`config.mk`:
```
export PLATFORM = sky130hd
export DESIGN_NAME = lru_age_tracker
export DESIGN_NICKNAME = d
export VERILOG_FILES = /design/src/rtl/lru_age_tracker.sv
export SDC_FILE = /design/constraint.sdc
export NUM_CORES = 1
export LEC_CHECK = 0
export CAP_MARGIN = 20
export CORE_ASPECT_RATIO = 1.2
export CORE_MARGIN = 10
export CORE_UTILIZATION = 49
export CTS_CLUSTER_DIAMETER = 200
export DETAILED_ROUTE_END_ITERATION = 16
export PLACE_DENSITY = 0.88
export SLEW_MARGIN = 30
export SYNTH_ARGS = -nofsm -noshare
export SYNTH_HDL_FRONTEND = slang
export SYNTH_SLANG_ARGS = --single-unit
```
`constraint.sdc`:
```
create_clock -name clk_i -period 3.2 [get_ports clk_i]
set_clock_uncertainty 0.1 [all_clocks]
set_input_delay 0.32 -clock clk_i [delete_from_list [all_inputs] [get_ports clk_i]]
set_output_delay 0.32 -clock clk_i [all_outputs]
set_load 0.01 [all_outputs]
```
`src/rtl/lru_age_tracker.sv`:
```
// Per-way age and valid bookkeeping for a fully associative cache.
// Invalid ways sit at AGE_MAX. Valid ways saturate at AGE_MAX-1, so a ">" compare
// tree on age_o always prefers an invalid way over any valid way.
module lru_age_tracker #(
  parameter  int NUM_WAYS  = 8,
  parameter  int AGE_WIDTH = 4,
  localparam int WAY_WIDTH = $clog2(NUM_WAYS)
) (
  input  logic                          clk_i,
  input  logic                          reset_i,
  input  logic                          touch_v_i,
  input  logic [WAY_WIDTH-1:0]          touch_way_i,
  input  logic                          inval_v_i,
  input  logic [WAY_WIDTH-1:0]          inval_way_i,
  input  logic                          flush_i,
  output logic [NUM_WAYS*AGE_WIDTH-1:0] age_o,
  output logic [NUM_WAYS-1:0]           valid_o,
  output logic [WAY_WIDTH:0]            occupancy_o,
  output logic                          has_free_o,
  output logic [WAY_WIDTH-1:0]          free_way_o
);

  localparam logic [AGE_WIDTH-1:0] AGE_MAX = '1;
  localparam logic [AGE_WIDTH-1:0] AGE_SAT = AGE_MAX - AGE_WIDTH'(1);

  logic [NUM_WAYS-1:0][AGE_WIDTH-1:0] age_q, age_d;
  logic [NUM_WAYS-1:0]                valid_q, valid_d;
  logic [WAY_WIDTH:0]                 occ_q, occ_d;
  logic                               touch_ok, inval_ok;
  logic                               occ_inc, occ_dec;
  logic [NUM_WAYS-1:0]                touch_sel, inval_sel;

  // An out-of-range touch is dropped entirely, including the aging of other ways.
  assign touch_ok = touch_v_i && ({1'b0, touch_way_i} < (WAY_WIDTH+1)'(NUM_WAYS));
  assign inval_ok = inval_v_i && ({1'b0, inval_way_i} < (WAY_WIDTH+1)'(NUM_WAYS));

  // Per-way next state: invalidate beats touch; a touch ages every other valid way.
  always_comb begin
    age_d     = age_q;
    valid_d   = valid_q;
    occ_inc   = 1'b0;
    occ_dec   = 1'b0;
    touch_sel = '0;
    inval_sel = '0;
    for (int i = 0; i < NUM_WAYS; i++) begin
      touch_sel[i] = touch_ok && (touch_way_i == WAY_WIDTH'(i));
      inval_sel[i] = inval_ok && (inval_way_i == WAY_WIDTH'(i));
      if (inval_sel[i]) begin
        valid_d[i] = 1'b0;
        age_d[i]   = AGE_MAX;
        if (valid_q[i]) occ_dec = 1'b1;
      end else if (touch_sel[i]) begin
        valid_d[i] = 1'b1;
        age_d[i]   = '0;
        if (!valid_q[i]) occ_inc = 1'b1;
      end else if (touch_ok && valid_q[i]) begin
        if (age_q[i] < AGE_SAT) age_d[i] = age_q[i] + AGE_WIDTH'(1);
      end
    end
    occ_d = occ_q + (WAY_WIDTH+1)'(occ_inc) - (WAY_WIDTH+1)'(occ_dec);
  end

  // State registers; reset and flush both return every way to invalid.
  always_ff @(posedge clk_i) begin
    if (reset_i || flush_i) begin
      valid_q <= '0;
      occ_q   <= '0;
      for (int i = 0; i < NUM_WAYS; i++) age_q[i] <= AGE_MAX;
    end else begin
      valid_q <= valid_d;
      occ_q   <= occ_d;
      age_q   <= age_d;
    end
  end

  // Lowest-index invalid way; scanning high to low lets the lowest index win.
  always_comb begin
    has_free_o = 1'b0;
    free_way_o = '0;
    for (int i = NUM_WAYS - 1; i >= 0; i--) begin
      if (!valid_q[i]) begin
        has_free_o = 1'b1;
        free_way_o = WAY_WIDTH'(i);
      end
    end
  end

  assign age_o       = age_q;
  assign valid_o     = valid_q;
  assign occupancy_o = occ_q;

  // The incremental occupancy counter must never drift from the valid bits.
  occ_matches_valid : assert property (@(posedge clk_i) disable iff (reset_i)
    occ_q == (WAY_WIDTH+1)'($countones(valid_q)));

endmodule
```
==> Word level (Yosys, flattened, before mapping) <==
Index checks and enable logic that the tools add are counted.
Widths: inputs -> output; s select.
{ "totals": {"ff_bits": 44, "latch_bits": 0, "ramBits": 0, "romBits": 0, "inputBits": 11, "out_inout_bits": 48, "wordCells": 188, "memories": 0} }
{ "classes": {"n_addsub": 10, "n_mul": 0, "div_mod_pow": 0, "magnitude_cmp": 8, "n_eq_ne": 14, "n_shift": 0, "mux": 80, "bitwise_logic": 0, "n_reduce_logical": 59} }
{ "op_table": {"columns": ["op", "count"], "rows": [
  ["$mux 4", 24],
  ["$mux 1", 48],
  ["$add 4x1->4 const B", 8],
  ["$lt 4x4->1 const B", 8],
  ["$reduce_bool 2->1", 16],
  ["$eq 3x3->1 const B", 8],
  ["$logic_and 1x1->1", 24],
  ["$mux 3", 8],
  ["$reduce_and 2->1", 8],
  ["$reduce_or 2->1", 8],
  ["$eq 3x2->1 const B", 4],
  ["$eq 3x1->1 const B", 2],
  ["$logic_not 3->1", 2],
  ["$add 4x1->4", 1],
  ["$sub 4x1->4", 1],
  ["$logic_or 1x1->1", 1]
]} }

==> Longest topological paths before layout <==
{ "logic_depth": {"ltp_word": 27, "ltp_mapped": 12, "ltp_nobuf": 11} }

==> Worst setup path after synthesis <==
OpenSTA, ideal clock, no wires.
{ "synth_path": {"path_type": "input to register", "startpoint": "in touch_v_i", "endpoint": "reg occ_q[3] (netlist: occupancy_o[3])", "setup_time_ns": 0.128, "arrival_ns": 2.544, "required_ns": 2.972, "path_slack_ns": 0.429, "cell_stages": 12, "path_buffers": 1, "path_cell_list": "buf_2 and4b_4 nor3b_1 or4_4 a2111oi_2 ha_1 inv_1 ha_1 a21o_1 a21oi_1 xnor2_1 nor2_1"} }
{ "synth_between": {"elab_chain_cells": 26, "word_cells_on_any_way": 33, "cone_classes": "2 x add/sub; 23 x mux; 8 x reduce/logical"} }
{ "synth_lines": {"columns": ["element", "line", "rtl"], "rows": [
  ["start: declaration", "11", "input logic touch_v_i,"],
  ["$logic_and 1x1->1", "46", "touch_sel[i] = touch_ok && (touch_way_i == WAY_WIDTH'(i));"],
  ["$mux 1", "52", "end else if (touch_sel[i]) begin"],
  ["$mux 1", "48", "if (inval_sel[i]) begin"],
  ["$mux 1", "55", "if (!valid_q[i]) occ_inc = 1'b1;"],
  ["$mux 1", "52", null],
  ["$mux 1", "48", null],
  ["$mux 1", "55", null],
  ["$mux 1", "52", null],
  ["(+10 left out)", null, null],
  ["$mux 1", "55", null],
  ["$mux 1", "52", null],
  ["$mux 1", "48", null],
  ["$mux 1", "55", null],
  ["$mux 1", "52", null],
  ["$mux 1 *", "48", null],
  ["$add 4x1->4 *", "60", "occ_d = occ_q + (WAY_WIDTH+1)'(occ_inc) - (WAY_WIDTH+1)'(occ_dec);"],
  ["$sub 4x1->4 *", "60", null],
  ["end signal: assignment", "67", "occ_q <= '0;"],
  ["end signal: assignment", "71", "occ_q <= occ_d;"],
  ["end: declaration", "28", "logic [WAY_WIDTH:0] occ_q, occ_d;"]
]} }
Every way passes the cells marked *; elsewhere a longest branch is shown, timed or not.
A chain may end at the register's enable or synchronous reset.

==> Worst setup path after layout <==
{ "layout_path": {"startpoint": "in touch_way_i[1]", "endpoint": "reg occ_q[1] (netlist: occupancy_o[1])"} }
{ "layout_between": {"elab_chain_cells": 27, "word_cells_on_any_way": 41, "cone_classes": "2 x add/sub; 7 x eq/ne; 23 x mux; 9 x reduce/logical"} }
{ "layout_lines": {"columns": ["element", "line", "rtl"], "rows": [
  ["start: declaration", "12", "input logic [WAY_WIDTH-1:0] touch_way_i,"],
  ["$logic_not 3->1", "46", null],
  ["$logic_and 1x1->1", "46", null],
  ["$mux 1", "52", null],
  ["$mux 1", "48", null],
  ["$mux 1", "55", null],
  ["$mux 1", "52", null],
  ["$mux 1", "48", null],
  ["$mux 1", "55", null],
  ["(+12 left out)", null, null],
  ["$mux 1", "52", null],
  ["$mux 1", "48", null],
  ["$mux 1", "55", null],
  ["$mux 1", "52", null],
  ["$mux 1 *", "48", null],
  ["$add 4x1->4 *", "60", null],
  ["$sub 4x1->4 *", "60", null],
  ["net occ_d[1]", "28", null]
]} }
The timed path passes the listed nets; every way through them passes the cells marked *.

==> impl_metrics.env <==
export IMPL_syn_avg_cell_area_sq_um=9.205
export IMPL_crit_path_end_kind="register"
export IMPL_layout_commonest_cell="clkdlybuf4s50_1"
export IMPL_fmax_mhz=335.3
export IMPL_syn_cell_area_sq_um=2320
export IMPL_switching_power_w=0.0002591
export IMPL_io_buffers=58
export IMPL_synth_edff_count=0
export IMPL_drive_above_1_share_pct=11.35
export IMPL_fill_cells=395
export IMPL_r2r_setup_slack_ns=0.49
export IMPL_drv_cap=0
export IMPL_synthCells=252
export IMPL_gp_congestion=0.8623
export IMPL_start_kind="input port"
export IMPL_dieWidth_um=82.81
export IMPL_p_int_w=0.0007718
export IMPL_clock_latency_ns=0.30
export IMPL_dieHeight_um=95.37
export IMPL_synth_distinct_cells=46
export IMPL_core_sq_um=4594
export IMPL_dr_first_iter_drc_count=97
export IMPL_pwr_density_cell_nw_per_um2=326.1
export IMPL_async_flop_share_pct=0
export IMPL_die_area_sq_um=7898
export IMPL_finalWirelength_um=6205
export IMPL_maxSlewViolCount=0
export IMPL_cts_max_level=2
export IMPL_hold_slack_ns=0.4657
export IMPL_drtAntennaViolNets=0
export IMPL_route_detailed_drc=0
export IMPL_num_vias=2123
export IMPL_final_cell_mix="54 x clkdlybuf4s50_1, 44 x dfxtp_1, 29 x o21ai_0, 22 x buf_4, 19 x nor2_1"
export IMPL_endpoint="occupancy_o[1]$_SDFF_PP0_"
export IMPL_min_period_ns=2.983
export IMPL_slew_headroom_pct=69.29
export IMPL_drtPass1Iterations=5
export IMPL_io_pins=59
export IMPL_grt_antenna_before_repair=0
export IMPL_syn_nets=276
export IMPL_p_total_w=0.001031
export IMPL_fin_setup_tns_ns=0
export IMPL_holdCritStartpoint="age_o[15]$_SDFFE_PP1P_"
export IMPL_utilization_pct=68.82
export IMPL_setup_viol=0
export IMPL_detail_route_wl_per_cell_um=16.16
export IMPL_nets=350
export IMPL_cts_root_buffer="clkbuf_8"
export IMPL_pre_cts_ws_ns=-0.2306
export IMPL_period_share_pct=93.21
export IMPL_yosysSeqAreaShare_pct=37.97
export IMPL_netSwitchingFraction_pct=25.14
export IMPL_crit_type="in2reg"
export IMPL_grt_pass1_wl_um=10170
export IMPL_clock_path_buffers=2
export IMPL_dp_hpwl_um=4890
export IMPL_synthFlopType="dfxtp_1"
export IMPL_clockPowerShare_pct=32.3
export IMPL_grt_overflow_total=0
export IMPL_reg2reg_depth=9
export IMPL_worstPathRequired_ns=3.29
export IMPL_seqPwrFrac_pct=54.9
export IMPL_track_usage_pct=15.43
export IMPL_rsz0062_at_grt="no"
export IMPL_timing_rr_end="occupancy_o[1]$_SDFF_PP0_"
export IMPL_ys_ff_latch=44
export IMPL_ir_drop_mv=0.3335
export IMPL_worstHoldPathType="reg2reg"
export IMPL_initial_core_util_pct=50.49
export IMPL_hold_violations=0
export IMPL_cp_max_fo=4
export IMPL_viasPerCell=5.529
export IMPL_n_antenna_cell=0
export IMPL_finalWorstSetupSlack_ns=0.2174
export IMPL_cts_sinks=44
export IMPL_grt_max_degree=23
export IMPL_clkTransAtPathRegs_ns=0.08
export IMPL_combPwrFrac_pct=12.7
export IMPL_startpoint="touch_way_i[1]"
export IMPL_p_leak_nw=1.312
export IMPL_worst_pin_slew_ns=0.4542
export IMPL_run_status="finished clean"
export IMPL_cts_tree="yes"
export IMPL_worstPathArrival_ns=3.07
export IMPL_yosysWarnings=0
export IMPL_first_global_vias=2152
export IMPL_num_rows=27
export IMPL_area_growth_syn_to_layout_pct=36.30
export IMPL_r2r_start="valid_o[0]$_SDFFE_PP0N_"
export IMPL_cts_buffers=5
-- power groups by stage --
stage          combinational, W  clock (W)  sequential, W
6_report               0.000131   0.000333       0.000566
5_1_grt                0.000143   0.000363       0.000568
4_1_cts                0.000131   0.000340       0.000567
3_5_place_dp           0.000130          0       0.000579
3_3_place_gp           0.000126          0       0.000579
2_1_floorplan         0.0000670          0       0.000581
-- registers in the layout, summed over array words and instances, names as in the netlist --
name	cells
age_o	32
occupancy_o	4
valid_o	8
-- stage by stage --
step / instances / area (sq um)
finish: 384 / 3162
floorplan: 252 / 2320
CTS: 384 / 3148
global placement: 377 / 3067
detailed placement: 377 / 3067
global route: 384 / 3162
-- kinds of logic after synthesis --
kind of cell | count (synthesis) | share of synthesized area (%)
and+or+nand+nor | 88 | 22.87
AOI/OAI and AO/OA | 61 | 16.29
DFF | 44 | 37.97
buffers and inverters | 21 | 4.369
xor gates and xnor gates | 19 | 7.174
adders and majority gates | 13 | 7.335
muxes | 6 | 3.991
-- cell usage after synthesis, drive strengths merged (3+ instances only) --
cell type,instances,area share (%)
mux2i,4,1.7
o21ai,29,6.3
clkbuf,7,1.1
nand3,17,3.7
xor2,17,6.4
ha,12,6.5
nand2,9,1.5
buf,6,1.9
nor2,19,3.1
a41oi,3,1.1
o31ai,4,1.3
inv,8,1.3
nand4,7,1.9
o21a,8,2.6
and4b,3,1.5
dfxtp,44,38
a31oi,7,1.9
nor3b,7,2.3
a21oi,5,1.1
and3,6,1.6
-- per-layer routing --
| metal | track usage, % | vias to the layer above | share of wire [%] |
|---|---|---|---|
| li1 | - | 1072 | - |
| met1 | 15.50 | 983 | 40 |
| met2 | 28.29 | 58 | 52 |
| met3 | 6.229 | 10 | 7.3 |
| met4 | 5.824 | 0 | 1.2 |
| met5 | 0 | - | 0 |
-- cell type report --
class	instances	area, sq um	area share, %
clock buffer	5	68.82	2.176
clock inverter	2	12.51	0.3957
inverter	8	30.03	0.9497
multi-input combinational	187	1341	42.42
sequential	44	880.8	27.86
tap	58	72.57	2.295
timing repair buffer	80	755.7	23.90
-- worst max-delay path: stages --
cell and delay [ns]:
clkdlybuf4s50_1 0.46, buf_4 0.17, nand2_1 0.14, nor4_1 0.09, or4_4 0.54, a2111oi_2 0.31, ha_1 0.29, inv_1 0.06
ha_1 0.18, fa_1 0.42, inv_1 0.06, nor2_1 0.04
-- how the worst min path moves through the flow --
stage,end,slack (ns),depth (start not counted)
detailed placement,age_o[15]$_SDFFE_PP1P_,0.44,2
finish,age_o[15]$_SDFFE_PP1P_,0.47,2
global route,age_o[15]$_SDFFE_PP1P_,0.47,2
CTS,age_o[15]$_SDFFE_PP1P_,0.46,2
floorplan,age_o[0]$_SDFFE_PP1P_,0.45,2
global placement,age_o[7]$_SDFFE_PP1P_,0.43,2
-- what timing repair did --
action                                  in CTS  in global routing
resized for setup                            0                  5
endpoints found under the setup margin       0                  2
hold endpoints to repair                     0                  0
hold buffers                                 0                  0
buffers inserted                             0                  0
Note: power is estimated with default switching activity, not from simulation.
